**src/rtl/noise_pkg.sv**
```systemverilog
// Shared constants and FSM state type for the DAC noise histogrammer.
package noise_pkg;

  localparam int unsigned NBINS = 17;
  localparam int unsigned IDX_W = 5;

  typedef enum logic [1:0] {
    StIdle,
    StAccum,
    StDrain,
    StDump
  } state_e;

endpackage

```
**src/rtl/popcount16.sv**
```systemverilog
// Combinational population count of a 16-bit word (result 0..16).
module popcount16
  import noise_pkg::*;
(
  input  logic [15:0]      din,
  output logic [IDX_W-1:0] count
);

  always_comb begin
    count = '0;
    for (int i = 0; i < 16; i++) begin
      count = count + IDX_W'(din[i]);
    end
  end

endmodule

```
**src/rtl/noise_histogram.sv**
```systemverilog
// Histogram of DAC-line popcounts over a window of samples, read out bin by bin
// through a valid/ready handshake.
module noise_histogram
  import noise_pkg::*;
#(
  parameter int unsigned NSAMP_W = 20,
  parameter int unsigned CNT_W   = 20
) (
  input  logic               sclk,
  input  logic               reset,
  input  logic               start,
  input  logic [NSAMP_W-1:0] nsamples,
  input  logic [15:0]        dac,
  output logic               busy,
  output logic               bin_valid,
  input  logic               bin_ready,
  output logic [IDX_W-1:0]   bin_index,
  output logic [CNT_W-1:0]   bin_count,
  output logic               done
);

  state_e             state_q, state_d;
  logic [NSAMP_W-1:0] len_q, len_d;
  logic [NSAMP_W-1:0] scnt_q, scnt_d;
  logic [IDX_W-1:0]   pc;
  logic [IDX_W-1:0]   pc_q;
  logic               pc_vld_q, pc_vld_d;
  logic [IDX_W-1:0]   idx_q, idx_d;
  logic               done_q, done_d;
  logic               clear_bins;
  logic               accept;
  logic               last_sample;
  logic               last_bin;
  logic [CNT_W-1:0]   bins_q [NBINS];

  popcount16 u_popcount (
    .din   (dac),
    .count (pc)
  );

  assign accept      = bin_valid && bin_ready;
  assign last_sample = (scnt_q == len_q - NSAMP_W'(1));
  assign last_bin    = (idx_q == IDX_W'(NBINS - 1));

  always_comb begin
    state_d    = state_q;
    len_d      = len_q;
    scnt_d     = scnt_q;
    idx_d      = idx_q;
    done_d     = 1'b0;
    pc_vld_d   = 1'b0;
    clear_bins = 1'b0;
    unique case (state_q)
      StIdle: begin
        if (start) begin
          len_d      = nsamples;
          scnt_d     = '0;
          idx_d      = '0;
          clear_bins = 1'b1;
          state_d    = (nsamples == '0) ? StDump : StAccum;
        end
      end
      StAccum: begin
        pc_vld_d = 1'b1;
        scnt_d   = scnt_q + NSAMP_W'(1);
        if (last_sample) state_d = StDrain;
      end
      // Lets the increment for the final registered sample land before readout.
      StDrain: state_d = StDump;
      StDump: begin
        if (accept) begin
          if (last_bin) begin
            idx_d   = '0;
            done_d  = 1'b1;
            state_d = StIdle;
          end else begin
            idx_d = idx_q + IDX_W'(1);
          end
        end
      end
      default: state_d = StIdle;
    endcase
  end

  always_ff @(posedge sclk or posedge reset) begin
    if (reset) begin
      state_q  <= StIdle;
      len_q    <= '0;
      scnt_q   <= '0;
      pc_q     <= '0;
      pc_vld_q <= 1'b0;
      idx_q    <= '0;
      done_q   <= 1'b0;
    end else begin
      state_q  <= state_d;
      len_q    <= len_d;
      scnt_q   <= scnt_d;
      pc_vld_q <= pc_vld_d;
      idx_q    <= idx_d;
      done_q   <= done_d;
      if (pc_vld_d) pc_q <= pc;
    end
  end

  // Register array so a new window can zero every bin in one cycle.
  always_ff @(posedge sclk or posedge reset) begin
    if (reset) begin
      for (int b = 0; b < NBINS; b++) bins_q[b] <= '0;
    end else if (clear_bins) begin
      for (int b = 0; b < NBINS; b++) bins_q[b] <= '0;
    end else if (pc_vld_q) begin
      for (int b = 0; b < NBINS; b++) begin
        if (pc_q == IDX_W'(b) && bins_q[b] != '1) bins_q[b] <= bins_q[b] + CNT_W'(1);
      end
    end
  end

  always_comb begin
    bin_count = '0;
    for (int b = 0; b < NBINS; b++) begin
      if (idx_q == IDX_W'(b)) bin_count = bins_q[b];
    end
  end

  assign busy      = (state_q != StIdle);
  assign bin_valid = (state_q == StDump);
  assign bin_index = idx_q;
  assign done      = done_q;

endmodule

```
**config.mk**
```make
export PLATFORM = sky130hd
export DESIGN_NAME = noise_histogram
export DESIGN_NICKNAME = d
export VERILOG_FILES = /design/src/rtl/noise_pkg.sv /design/src/rtl/popcount16.sv /design/src/rtl/noise_histogram.sv
export SDC_FILE = /design/constraint.sdc
export NUM_CORES = 1
export LEC_CHECK = 0
export ABC_AREA = 1
export CAP_MARGIN = 10
export CORE_MARGIN = 10
export CORE_UTILIZATION = 45
export DETAILED_ROUTE_END_ITERATION = 10
export GPL_TIMING_DRIVEN = 0
export PLACE_DENSITY = 0.66
export SLEW_MARGIN = 10
export SYNTH_ARGS = -nofsm -noshare
export SYNTH_HDL_FRONTEND = slang
export SYNTH_SLANG_ARGS = --single-unit
```
**constraint.sdc**
```tcl
create_clock -name sclk -period 12.4 [get_ports sclk]
set_input_delay 2.48 -clock sclk [delete_from_list [all_inputs] [get_ports sclk]]
set_output_delay 2.48 -clock sclk [all_outputs]
set_load 0.01 [all_outputs]
```
# Word-level counts from Yosys, hierarchy flattened
# Cells that the tools add are included.
totals:
  word_cells: 234
  register_bits: 394
  out_inout_bits: 28
  inputBits: 40
op_classes:
  add_sub_neg: 35
  muxes: 54
  eq_ne: 57
  n_reduce_logical: 64
op_table:
  columns: ["cell", "count"]
  rows:
  - ["20-bit 2-to-1 mux", 35]
  - ["340-bit 2-to-1 mux", 2]
  - ["20-bit by 1-bit adder with 20-bit output (second input constant)", 18]
  - ["20-bit inequality test (second input constant)", 17]
  - ["5-bit by 4-bit equality test with 1-bit output (second input constant)", 16]
  - ["5-bit by 1-bit adder with 5-bit output", 14]
  - ["2-bit nonzero test", 21]
  - ["5-bit by 3-bit equality test with 1-bit output (second input constant)", 8]
  - ["20-bit case mux with 2 select lines", 1]
  - ["2-bit AND reduction", 19]
  - ["20-bit equality test", 1]
  - ["5-bit by 2-bit equality test with 1-bit output (second input constant)", 4]
  - ["20-bit logical NOT", 1]
  - ["20-bit by 1-bit subtractor with 20-bit output (second input constant)", 1]
  - ["1-bit logical AND", 18]
  - ["5-bit 2-to-1 mux", 3]
  - ["5-bit by 1-bit equality test with 1-bit output (second input constant)", 2]
  - ["5-bit equality test (second input constant)", 2]
  - ["5-bit logical NOT", 2]
  - ["2-bit 2-to-1 mux", 5]
  - ["5-bit case mux with 2 select lines", 1]
  - ["2-bit case mux with 4 select lines", 1]
  - ["1-bit 2-to-1 mux", 6]
  - ["5-bit by 1-bit adder with 5-bit output (second input constant)", 1]
  - ["other kinds (8)", 11]

# Longest topological paths before layout
depth:
  word_depth: 18
  ltp_mapped: 24
  mapped_depth_nobuf: 24

# Cells and area by module
# Synthesis repeated with hierarchy kept, for this count alone.
unflattened:
  hier_cells: 3543
  hier_area_um2: 24976.5
modules_own_cells:
  columns: ["mod", "area_each_um2", "instances", "cells_each", "seq_area_each_um2"]
  rows:
  - ["noise_histogram", 24493.5, 1, 3486, 9859.5]
  - ["popcount16", 483.0, 1, 57, 0.0]

# Worst setup path before layout
# No wires, ideal clock.
synth_path:
  path_kind: "input -> register"
  startpoint: "input port dac[0]"
  endpoint: "register pc_q[4]"
  arrival_ps: 5801
  required_ps: 12265
  n_path_buf: 0
  setup_ps: 135
  cell_stages: 13
  slack_ps: 6463
  cell_sequence: "ha_1 inv_1 fa_1 fa_1 fa_1 fa_1 inv_1 fa_1 fa_1 nand2_1 inv_1 o211ai_1 o21ai_0"
synth_between:
  elab_chain_cells: 15
synth_rtl:
  columns: ["item", "line_no", "text"]
  rows:
  - ["start: declaration", "noise_histogram.sv:13", "input logic [15:0] dac,"]
  - ["1-bit by 1-bit adder with 2-bit output", "popcount16.sv:12", "count = count + IDX_W'(din[i]);"]
  - ["5-bit by 1-bit adder with 5-bit output (14 in a row)", "popcount16.sv:12", null]
  - ["end signal: assignment", "noise_histogram.sv:101", "if (pc_vld_d) pc_q <= pc;"]
  - ["end: declaration", "noise_histogram.sv:26", "logic [IDX_W-1:0] pc_q;"]
# Every way passes these cells.
# A chain may end at the register's enable or synchronous reset.

# Final worst setup path
layout_path:
  startpoint: "register idx_q[0] (netlist: bin_index[0])"
  endpoint: "output port bin_count[2]"
layout_between:
  elab_chain_cells: 18
  elab_cells_between_ends: 34
  cone_classes: "eq/ne (16); mux (17); reduce/logical (1)"
layout_rtl:
  columns: ["item", "line_no", "text"]
  rows:
  - ["start: declaration", "noise_histogram.sv:28", "logic [IDX_W-1:0] idx_q, idx_d;"]
  - ["start signal: assignment", "noise_histogram.sv:99", "idx_q <= idx_d;"]
  - ["5-bit logical NOT", "noise_histogram.sv:121", "if (idx_q == IDX_W'(b)) bin_count = bins_q[b];"]
  - ["20-bit 2-to-1 mux (16 in a row)", "noise_histogram.sv:121", null]
  - ["20-bit 2-to-1 mux (*)", "noise_histogram.sv:121", null]
  - ["end: declaration", "noise_histogram.sv:18", "output logic [CNT_W-1:0] bin_count,"]
# Every way passes the cells marked *; elsewhere a longest branch is shown, timed or not.

==> flow_metrics.env <==
export IMPL_status="finished clean"
export IMPL_die_w_um=255
export IMPL_regArea_um2=9860
export IMPL_setup_viol=0
export IMPL_path_class="flop to output port"
export IMPL_crit_top_cell="nand2_1"
export IMPL_crit_buf_inv=5
export IMPL_dp_cells=4325
export IMPL_end_kind="output port"
export IMPL_wl_met3_um=6210
export IMPL_cts_tree="yes"
export IMPL_max_freq_mhz=137
export IMPL_drcViolationCount=0
export IMPL_hold_depth=2
export IMPL_wl_per_cell_um=18.1
export IMPL_dr_max_layer_used="met4"
export IMPL_fin_cells=4406
export IMPL_maxSlewViolCount=0
export IMPL_critPathSlowestCell="clkdlybuf4s50_1"
export IMPL_synth_seq_cells=394
export IMPL_crit_path_start_kind="flop"
export IMPL_grt_overflow_total=0
export IMPL_ir_drop_uv=95.5
export IMPL_nets=3762
export IMPL_clk_latency_ns=0.60
export IMPL_skew_ns=0.0253
export IMPL_wl_met1_um=35600
export IMPL_synth_nets=3633
export IMPL_grt_pass1_vias=22300
export IMPL_layout_setup_ws_ns=5.10
export IMPL_setup_tns_ns=0
export IMPL_via_per_inst=5.47
export IMPL_area_growth_pct=13.7
export IMPL_cts_hold_buffers=0
export IMPL_yosysWarnings=0
export IMPL_place_ws_ns=5.54
export IMPL_numCtsBuffers=47
export IMPL_clk_path_buf_depth=3
export IMPL_diodes=0
export IMPL_grt_max_degree=37
export IMPL_final_util_pct=52.0
export IMPL_wl_met2_um=35800
export IMPL_clk_pin_slew_ns=0.05
export IMPL_multi_input_area_um2=12300
export IMPL_floorplan_initialDensity_pct=45.8
export IMPL_slew_headroom_pct=11.3
export IMPL_place_gp_congestion=0.966
export IMPL_cts_root_buf="clkbuf_16"
export IMPL_synth_cell_area_um2=24800
export IMPL_numPortBuffers=67
export IMPL_drv_cap=0
export IMPL_htreeDepth=2
export IMPL_critPathTopFamily="simple AND/OR/NAND/NOR gates"
export IMPL_fillers=5295
export IMPL_post_cts_setup_buffers=0
export IMPL_drive_above_1_share_pct=4.88
export IMPL_synthTopCellsByArea="dfrtp_1 (40%), nand2_1 (12%), inv_1 (8.9%)"
export IMPL_synth_edff_count=0
export IMPL_initialDrtViolationCount=2425
export IMPL_vias=24100
export IMPL_cp_slowest_stage_delay_ns=0.49
export IMPL_yosysUniqueCellTypes=55
export IMPL_critPathMaxFanout=10
export IMPL_core_um2=54100
export IMPL_antenna_found_initial=1
export IMPL_floorplan_io_pins=68
export IMPL_layout_commonest_cell="nand2_1"
export IMPL_critPathRequiredTime_ns=9.92
export IMPL_synth_top_cell_area_share_pct=39.8
export IMPL_hold_viol_final=0
export IMPL_grt_first_pass_wirelength_um=124000
export IMPL_crit_arrival_ns=4.82
export IMPL_dr_pass1_iters=6
export IMPL_post_route_min_period_ns=7.30
export IMPL_die_area_um2=64800
export IMPL_synth_ff_type="dfrtp_1"
export IMPL_worstHoldPathType="flop to flop"
export IMPL_power_mw=4.03
export IMPL_async_flop_share_pct=100
export IMPL_cts_sinks=394
export IMPL_p_per_area_nw_per_um2=143
export IMPL_grt_usage_pct=24.3
export IMPL_yosysSeqAreaShare_pct=39.8
export IMPL_r2r_cells=8
export IMPL_rsz0062_at_grt="no"
export IMPL_dpl_hpwl_um=60200
export IMPL_antenna_left=0
export IMPL_die_y_um=255
export IMPL_syn_area_per_cell_um2=6.98
export IMPL_cellLeakagePower_nw=12.5
export IMPL_cp_cell_sequence="inv_1, ha_1, inv_1, nor2_2, nand2_2, buf_2, inv_1, nand2_1, o21ai_1, nor2_1, o21bai_1, nand2_1, nand3_1, nand3b_1, nand2_1, nand2_1, nand2_1, nand3_1, nand2_1, nand2_1, nand2_1, nand2_1, clkdlybuf4s50_1"
export IMPL_worst_pin_slew_ns=1.33
export IMPL_cts_resized=0
export IMPL_path_depth=23
export IMPL_rows=85
export IMPL_final_cell_mix="nand2_1 (760), inv_1 (585), dfrtp_1 (394)"
export IMPL_fin_crit_sh_pct=58.8
export IMPL_syn_inst=3549
export IMPL_wl_um=79900
export IMPL_yosysTopAreaCell="dfrtp_1"
per-layer routing:
layer / track usage (%) / vias up
met5: 0 / -
met4: 7.58 / 0
met3: 3.70 / 131
met2: 38.8 / 871
met1: 33.4 / 11300
li1: - / 11800
cell families after synthesis:
| family | synth area share, % |
|---|---|
| buffers and inverters | 10.6 |
| AOI/OAI and AO/OA | 16.3 |
| and+or+nand+nor | 29.0 |
| adders and majority gates | 2.52 |
| DFF | 39.8 |
| xor gates and xnor gates | 1.80 |
sequential cells by signal, indices dropped and copies added (netlist names):
signal,cells
pc_vld_q,1
pc_q,5
len_q,20
bin_index,5
scnt_q,20
bins_q,340
state_q,2
done,1
cell type report:
cell class,count,share of cell area (%)
Clock inverter,13,0.737
Buffer,92,1.28
Tap cell,696,3.09
Clock buffer,68,4.85
Multi-Input combinational cell,2458,43.6
Inverter,605,8.08
Sequential cell,394,35.0
Timing Repair Buffer,80,3.36
power breakdown:
part	switching, mW	total [mW]	internal, mW
Sequential	0.0851	1.45	1.36
Clock	0.581	1.45	0.865
Combinational	0.833	1.13	0.300
Total	1.50	4.03	2.53
final timing paths:
kind	startpoint	to	slack, ns
min	len_q[1]	len_q[1]	0.49
min reg2reg	len_q[1]	len_q[1]	0.49
max reg2reg	state_q[0]	bins_q[236]	8.50
max in group asynchronous	reset	bins_q[142]	8.60
min in group asynchronous	reset	bins_q[302]	2.26
max	bin_index[0]	bin_count[2]	5.10
synthesized netlist by cell type, types with 10 or more instances:
cell / count
a211oi_1: 32
a21oi_1: 250
a31oi_1: 11
clkbuf_1: 76
dfrtp_1: 394
fa_1: 10
ha_1: 34
inv_1: 586
inv_2: 17
nand2_1: 760
nand3_1: 253
nand3b_1: 11
nand4_1: 45
nor2_1: 299
nor2_2: 19
nor3_1: 142
nor3_2: 11
nor3b_1: 23
nor4_1: 25
o21a_1: 26
o21ai_0: 365
xnor2_1: 10
xor2_1: 41
metrics by stage:
| stage | cell area, µm² | hold WS (ns) |
|---|---|---|
| after floorplan | 24800 | 0.446 |
| after global placement | 26300 | 0.467 |
| after detailed placement | 26600 | 0.477 |
| after CTS | 28200 | 0.489 |
| after global routing | 28200 | 0.515 |
| final | 28200 | 0.485 |
tightest hold or removal path, delay by kind of cell, from the launching register on:
kind	cells	cell delay, ns
and+or+nand+nor	1	0.05
AOI/OAI and AO/OA	1	0.06
DFF	1	0.34
No activity file was read; power rests on OpenSTA's default activity.
